===== config.mk =====
export PLATFORM = sky130hd
export DESIGN_NAME = alu_pg_seq
export DESIGN_NICKNAME = d
export VERILOG_FILES = /design/src/rtl/alu_pg_seq.sv
export SDC_FILE = /design/constraint.sdc
export NUM_CORES = 1
export LEC_CHECK = 0
export CORE_ASPECT_RATIO = 0.6
export CORE_MARGIN = 5
export CORE_UTILIZATION = 45
export DETAILED_ROUTE_END_ITERATION = 10
export DONT_BUFFER_PORTS = 1
export PLACE_DENSITY = 0.67
export SLEW_MARGIN = 20
export SYNTH_ARGS = -nofsm -noshare
export SYNTH_HDL_FRONTEND = slang
export SYNTH_SLANG_ARGS = --single-unit
export TNS_END_PERCENT = 1

===== constraint.sdc =====
create_clock -name clk -period 7 [get_ports clk]
set_clock_uncertainty 0.05 [all_clocks]
set_input_delay 1.4 -clock clk [delete_from_list [all_inputs] [get_ports clk]]
set_output_delay 1.4 -clock clk [all_outputs]
set_load 0.02 [all_outputs]

===== src/rtl/alu_pg_seq.sv =====
// Power-gated sequential ALU with a valid/ready request and result handshake.
// Runs single-cycle logic/arith ops, a fixed-latency multiply and a restoring
// divider. Gating (pwr_en low or iso_en high) aborts work and clamps result.
// Optional feature macro: ALU_REM_EN enables opcode 1010 (remainder).
module alu_pg_seq #(
  parameter int unsigned WIDTH      = 16,
  parameter int unsigned MUL_CYCLES = 4
) (
  input  logic             clk,
  input  logic             rst,
  input  logic             pwr_en,
  input  logic             iso_en,
  input  logic [WIDTH-1:0] clamp_value,
  input  logic             in_valid,
  output logic             in_ready,
  input  logic [3:0]       opcode,
  input  logic [WIDTH-1:0] a,
  input  logic [WIDTH-1:0] b,
  output logic             out_valid,
  input  logic             out_ready,
  output logic [WIDTH-1:0] result,
  output logic             err,
  output logic             busy
);

  localparam int unsigned ShW    = $clog2(WIDTH);
  localparam int unsigned CntMax = (WIDTH > MUL_CYCLES) ? WIDTH : MUL_CYCLES;
  localparam int unsigned CntW   = $clog2(CntMax);

  // The accept edge counts as cycle 0 for both multi-cycle ops.
  localparam logic [CntW-1:0] MulLast = CntW'(MUL_CYCLES - 1);
  localparam logic [CntW-1:0] DivLast = CntW'(WIDTH - 1);

  localparam logic [3:0] OpAdd = 4'b0000;
  localparam logic [3:0] OpSub = 4'b0001;
  localparam logic [3:0] OpAnd = 4'b0010;
  localparam logic [3:0] OpOr  = 4'b0011;
  localparam logic [3:0] OpXor = 4'b0100;
  localparam logic [3:0] OpNor = 4'b0101;
  localparam logic [3:0] OpShr = 4'b0110;
  localparam logic [3:0] OpXnr = 4'b0111;
  localparam logic [3:0] OpMul = 4'b1000;
  localparam logic [3:0] OpDiv = 4'b1001;
`ifdef ALU_REM_EN
  localparam logic [3:0] OpRem = 4'b1010;
`endif
  localparam logic [3:0] OpShl = 4'b1011;

  typedef enum logic [1:0] {StIdle, StMul, StDiv, StDone} state_e;

  state_e           state_q, state_d;
  logic [WIDTH-1:0] result_q, result_d;
  logic             err_q, err_d;
  logic [WIDTH-1:0] a_q, a_d;
  logic [WIDTH-1:0] b_q, b_d;
  logic [CntW-1:0]  cnt_q, cnt_d;
  logic [WIDTH-1:0] rem_q, rem_d;
  logic [WIDTH-1:0] quo_q, quo_d;
`ifdef ALU_REM_EN
  logic             is_rem_q, is_rem_d;
`endif

  logic             gated;
  logic [WIDTH-1:0] alu_res;
  logic             alu_legal;
  logic [WIDTH-1:0] prod;
  logic [WIDTH-1:0] div_rem_in, div_quo_in, div_den;
  logic [WIDTH:0]   div_shift, div_diff;
  logic             div_bit;
  logic [WIDTH-1:0] rem_step, quo_step;

  assign gated     = ~pwr_en | iso_en;
  assign in_ready  = (state_q == StIdle) & ~gated;
  assign out_valid = (state_q == StDone);
  assign busy      = (state_q != StIdle);
  assign result    = result_q;
  assign err       = err_q;
  assign prod      = a_q * b_q;

  // Single-cycle ops, evaluated on the live inputs for the accept edge.
  always_comb begin
    alu_res   = '0;
    alu_legal = 1'b1;
    case (opcode)
      OpAdd:   alu_res = a + b;
      OpSub:   alu_res = a - b;
      OpAnd:   alu_res = a & b;
      OpOr:    alu_res = a | b;
      OpXor:   alu_res = a ^ b;
      OpNor:   alu_res = ~(a | b);
      OpShr:   alu_res = a >> b[ShW-1:0];
      OpXnr:   alu_res = ~(a ^ b);
      OpShl:   alu_res = a << b[ShW-1:0];
      default: alu_legal = 1'b0;
    endcase
  end

  // One restoring-divide step; in idle it runs the first step off the raw inputs.
  always_comb begin
    div_rem_in = (state_q == StIdle) ? '0 : rem_q;
    div_quo_in = (state_q == StIdle) ? a  : quo_q;
    div_den    = (state_q == StIdle) ? b  : b_q;
    div_shift  = {div_rem_in, div_quo_in[WIDTH-1]};
    div_diff   = div_shift - {1'b0, div_den};
    div_bit    = ~div_diff[WIDTH];
    rem_step   = div_bit ? div_diff[WIDTH-1:0] : div_shift[WIDTH-1:0];
    quo_step   = {div_quo_in[WIDTH-2:0], div_bit};
  end

  // Next-state and datapath update; gating overrides everything but reset.
  always_comb begin
    state_d  = state_q;
    result_d = result_q;
    err_d    = err_q;
    a_d      = a_q;
    b_d      = b_q;
    cnt_d    = cnt_q;
    rem_d    = rem_q;
    quo_d    = quo_q;
`ifdef ALU_REM_EN
    is_rem_d = is_rem_q;
`endif
    if (gated) begin
      state_d  = StIdle;
      cnt_d    = '0;
      rem_d    = '0;
      quo_d    = '0;
      err_d    = 1'b0;
      result_d = clamp_value;
    end else begin
      unique case (state_q)
        StIdle: begin
          if (in_valid) begin
            a_d   = a;
            b_d   = b;
            cnt_d = CntW'(1);
`ifdef ALU_REM_EN
            is_rem_d = (opcode == OpRem);
`endif
            case (opcode)
              OpMul: begin
                if (MUL_CYCLES == 1) begin
                  result_d = a * b;
                  err_d    = 1'b0;
                  state_d  = StDone;
                end else begin
                  state_d = StMul;
                end
              end
              OpDiv: begin
                if (b == '0) begin
                  result_d = '1;
                  err_d    = 1'b1;
                  state_d  = StDone;
                end else begin
                  rem_d   = rem_step;
                  quo_d   = quo_step;
                  state_d = StDiv;
                end
              end
`ifdef ALU_REM_EN
              OpRem: begin
                if (b == '0) begin
                  result_d = a;
                  err_d    = 1'b1;
                  state_d  = StDone;
                end else begin
                  rem_d   = rem_step;
                  quo_d   = quo_step;
                  state_d = StDiv;
                end
              end
`endif
              default: begin
                result_d = alu_legal ? alu_res : '0;
                err_d    = ~alu_legal;
                state_d  = StDone;
              end
            endcase
          end
        end
        StMul: begin
          if (cnt_q == MulLast) begin
            result_d = prod;
            err_d    = 1'b0;
            cnt_d    = '0;
            state_d  = StDone;
          end else begin
            cnt_d = cnt_q + CntW'(1);
          end
        end
        StDiv: begin
          rem_d = rem_step;
          quo_d = quo_step;
          if (cnt_q == DivLast) begin
`ifdef ALU_REM_EN
            result_d = is_rem_q ? rem_step : quo_step;
`else
            result_d = quo_step;
`endif
            err_d    = 1'b0;
            cnt_d    = '0;
            state_d  = StDone;
          end else begin
            cnt_d = cnt_q + CntW'(1);
          end
        end
        StDone: begin
          if (out_ready) state_d = StIdle;
        end
        default: state_d = StIdle;
      endcase
    end
  end

  // State register with asynchronous active-high reset.
  always_ff @(posedge clk or posedge rst) begin
    if (rst) begin
      state_q  <= StIdle;
      result_q <= '0;
      err_q    <= 1'b0;
      a_q      <= '0;
      b_q      <= '0;
      cnt_q    <= '0;
      rem_q    <= '0;
      quo_q    <= '0;
`ifdef ALU_REM_EN
      is_rem_q <= 1'b0;
`endif
    end else begin
      state_q  <= state_d;
      result_q <= result_d;
      err_q    <= err_d;
      a_q      <= a_d;
      b_q      <= b_d;
      cnt_q    <= cnt_d;
      rem_q    <= rem_d;
      quo_q    <= quo_d;
`ifdef ALU_REM_EN
      is_rem_q <= is_rem_d;
`endif
    end
  end

endmodule


== Word-level counts from Yosys, hierarchy flattened ==
Index checks and enable logic that the tools add are counted.
Widths: inputs -> output; s select.
Cells by class
  shifts and indexed selects: 2
  reduce and logical (&&, ||, !) cells: 12
  multiply operators: 1
  multiplexer cells: 44
  magnitude comparators: 0
  equality and inequality tests: 23
  div/mod/pow operators: 0
  add/subtract/negate cells: 4
  bitwise operators: 11
Operator list (count)
  $mux 16: 18
  $pmux 16 s9: 1
  $pmux 16 s2: 3
  $pmux 16 s3: 1
  $not 16->16: 2
  $sub 17x16->17: 1
  $add 16x16->16: 1
  $and 16x16->16: 1
  $eq 4x3->1 const B: 4
  $eq 4x4->1 const B: 4
  $logic_not 16->1: 1
  $mul 16x16->16: 1
  $mux 4: 4
  $or 16x16->16: 1
  $shl 16x4->16: 1
  $shr 16x4->16: 1
  $sub 16x16->16: 1
  $xor 16x16->16: 1
  $ne 3x3->1 const B: 5
  $eq 4x2->1 const B: 3
  $pmux 4 s3: 1
  $mux 2: 5
  $reduce_or 9->1: 1
  $pmux 2 s4: 1
  23 further kinds: 34
Storage, ports and cells
  ROM bits: 0
  bits in writable memories: 0
  latch bits: 0
  memories: 0
  register bits after elaboration: 87
  output and inout port bits: 20
  word-level logic and storage cells: 105
  input bits: 58

== Logic depth before layout (Yosys ltp) ==
  depth after elaboration: 9
  gate-level depth with buffers: 21
  depth with buffers taken out: 20

== Worst setup path after synthesis ==
Ideal clock, no wire load.
  path type: reg2reg
  start point: register b_q[1]
  end point: register result_q[13], in the netlist result[13]
  period minus slack after synthesis: 5.376 ns
  buffers on the path: 1
  arrival time: 5.194 ns
  stages on the path, launching flop included: 19
  data required time: 6.818 ns
  setup slack: 1.624 ns
  cell sequence: dfrtp_1 clkbuf_1 nand2_1 fa_1 fa_1 fa_1 fa_1 inv_1 fa_1 inv_1 fa_1 inv_1 ha_1 nand3_1 a21oi_1 or4_1 a31o_2 o311ai_1 a21oi_1
Between the ends
  cells in the longest elaborated chain, start to end: 4
RTL lines
  start, declared: line 55  | logic [WIDTH-1:0] b_q, b_d;
  start signal, assigned: line 223  | b_q <= '0;
  start signal, assigned: line 235  | b_q <= b_d;
  $mul 16x16->16: line 78  | assign prod = a_q * b_q;
  $mux 16: line 183  | if (cnt_q == MulLast) begin
  $pmux 16 s3: line 131  | unique case (state_q)
  $mux 16: line 123  | if (gated) begin
  end signal, assigned: line 232  | result_q <= result_d;
  end, declared: line 52  | logic [WIDTH-1:0] result_q, result_d;
Every way passes these cells. The select of a mux whose other input is x is not followed.
A chain may end at the register's enable or synchronous reset.

== Final worst setup path ==
  start point: register b_q[1]
  end point: register result_q[12], in the netlist result[12]
The elaborated chain is that of the path after synthesis.

==> results.sh <==
export IMPL_crit_arrival_ns=6.18
export IMPL_io_buffers=0
export IMPL_cts_resized=0
export IMPL_ir_drop_uv=384
export IMPL_max_freq_mhz=167
export IMPL_antenna_found_initial=1
export IMPL_cts_sinks=87
export IMPL_yosys_warnings=0
export IMPL_synth_area_sq_um=12700
export IMPL_leakage_uw=0.00603
export IMPL_drt_first_pass_iters=6
export IMPL_status="finished clean"
export IMPL_worstSetupPathType="reg -> reg"
export IMPL_final_common_cell="nand2_1"
export IMPL_die_area_sq_um=31900
export IMPL_grt_pass1_vias=11100
export IMPL_dpl_hpwl_um=35600
export IMPL_cts_tree="built"
export IMPL_cts_path_max_buffers=2
export IMPL_drt_wirelength_per_cell_um=24.8
export IMPL_syn_to_final_growth_pct=4.51
export IMPL_startpoint_type="register"
export IMPL_start_util=0.459
export IMPL_drt_wl_total_um=46300
export IMPL_grt_max_degree=75
export IMPL_grt_ovfl_total=0
export IMPL_syn_nets=1819
export IMPL_root_buffer="clkbuf_16"
export IMPL_synthFlopType="dfrtp_1"
export IMPL_maxCapViolations=0
export IMPL_relSlewSlack=0.183
export IMPL_power_density_nw_per_um2=423
export IMPL_drive_gt1_frac=0.0494
export IMPL_hold_viol_final=0
export IMPL_setup_viol=0
export IMPL_die_y_um=140
export IMPL_cts_clk_slew_worst_paths_ns=0.08
export IMPL_syn_inst=1560
export IMPL_drtIter0Drc=1667
export IMPL_drc_errors=0
export IMPL_fin_setup_tns_ns=0
export IMPL_hp_class="reg -> reg"
export IMPL_cp_required_ns=7.21
export IMPL_avgSynthCellArea_sq_um=8.17
export IMPL_htree_levels=3
export IMPL_ant_nets=0
export IMPL_period_needed_ns=5.98
export IMPL_gp_congestion=1.04
export IMPL_vias=12000
export IMPL_vias_per_cell=6.43
export IMPL_final_cell_count_no_fill=1867
export IMPL_synth_cell_types=85
export IMPL_grt_usage=0.287
export IMPL_rsz0062_at_grt="false"
export IMPL_rows=47
export IMPL_slew_viol_final=0
export IMPL_synth_edf_count=0
export IMPL_end_kind="register"
export IMPL_ioPinCount=78
export IMPL_ys_ff_latch=87
export IMPL_tightest_slew_ns=1.22
export IMPL_coreArea_sq_um=27800
export IMPL_cts_buffers=9
export IMPL_synthArstFlopShare=1.00
export IMPL_final_cell_mix="nand2_1, inv_1, ha_1"
export IMPL_insertion_delay_ns=0.38
export IMPL_placed_cells=1849
export IMPL_grt_pass1_wl_um=70100
export IMPL_final_net_count=1753
export IMPL_cts_setup_buffers=0
export IMPL_min_period_over_period=0.854
export IMPL_cts_hold_fix_buffers=0
export IMPL_die_w_um=227
export IMPL_reg2reg_setup_slack_ns=1.02
export IMPL_ys_seq_area_frac=0.171
export IMPL_crit_fanout=17
flip-flops by register name, indices dropped and copies added, names as in the netlist:
| signal | count |
|---|---|
| a_q | 16 |
| b_q | 16 |
| cnt_q | 4 |
| err | 1 |
| quo_q | 16 |
| rem_q | 16 |
| result | 16 |
| state_q | 2 |
final timing paths:
path / cells after the start / from / end
hold reg to reg: 2 / quo_q[5] / quo_q[5]
max in group asynchronous: 3 / rst / b_q[9]
setup / recovery: 17 / b_q[1] / result[12]
setup reg to reg: 17 / b_q[1] / result[12]
min in group asynchronous: 1 / rst / rem_q[4]
hold / removal: 2 / quo_q[5] / quo_q[5]
cell usage after synthesis (all sizes together), types with 8 or more instances:
cell	n	area share
nand4	14	0.0069
dfrtp	87	0.17
a21oi	55	0.022
or3	8	0.0039
nand3	17	0.0067
o31ai	29	0.017
a31oi	13	0.0064
nand2b	16	0.0079
nor2	85	0.025
and2	77	0.038
mux2i	66	0.052
xnor2	51	0.035
ha	119	0.12
xor2	20	0.014
nand2	199	0.059
nor2b	25	0.012
fa	82	0.13
nor3	31	0.012
mux4	10	0.018
a2111oi	10	0.0069
o211ai	17	0.010
inv	165	0.049
buf	26	0.0093
clkbuf	65	0.019
a211oi	18	0.011
nor4	12	0.0059
o311ai	16	0.011
o21a	13	0.0077
o221ai	8	0.0060
o21ai	103	0.040
metrics by stage:
step / utilization / total power, uW / hold slack (ns) / setup slack (ns) / area (sq um)
2_1_floorplan: - / 3760 / 0.398 / 1.62 / 12700
3_3_place_gp: 0.467 / 4940 / 0.409 / 1.25 / 13000
3_5_place_dp: 0.467 / 5010 / 0.416 / 1.13 / 13000
4_1_cts: 0.478 / 5580 / 0.434 / 1.08 / 13300
5_1_grt: 0.480 / 6180 / 0.457 / 0.795 / 13300
6_report: 0.480 / 5630 / 0.431 / 1.02 / 13300
area by class of cell:
type                    instances  area (sq um)
fillers                      2664         14400
multi-input cells            1216          9620
repair buffers                 14           125
clock buffers                   9           225
well taps                     367           459
flip-flops and latches         87          2180
clock inverters                 7          83.8
diodes                          1          2.50
inverters                     166           624
routing by layer:
metal  track usage  part of all wire
met1         0.454              0.46
met2         0.355              0.38
met3         0.129              0.15
met4        0.0431             0.014
met5             0                 0
logic make-up after synthesis:
logic type / synth area share
AO/OA/AOI/OAI: 0.182
XOR/XNOR: 0.0506
adder cells (fa/ha/maj): 0.246
buffers and inverters: 0.0774
flip-flops: 0.171
multiplexers: 0.0748
AND/OR/NAND/NOR: 0.199
worst max-delay path, cell delays in order, from the launching register on:
cell and delay, ns:
dfrtp_1 0.75, nand2_1 0.17, fa_1 0.53, fa_1 0.60, fa_1 0.46, fa_1 0.60, inv_1 0.07, fa_1 0.50
inv_1 0.05, fa_1 0.48, inv_1 0.05, ha_1 0.35, nand3_1 0.10, o31ai_1 0.32, nor2_1 0.10, xnor2_1 0.15
a2111oi_0 0.45, a211oi_1 0.09
power by group:
group          leakage, uW  total, uW  internal (uW)  switching [uW]
clock network     0.000151        513            256             256
registers          0.00113        825            577             248
logic              0.00475       4290           1790            2500
total              0.00603       5630           2620            3010
Note: power is estimated with default switching activity, not from simulation.
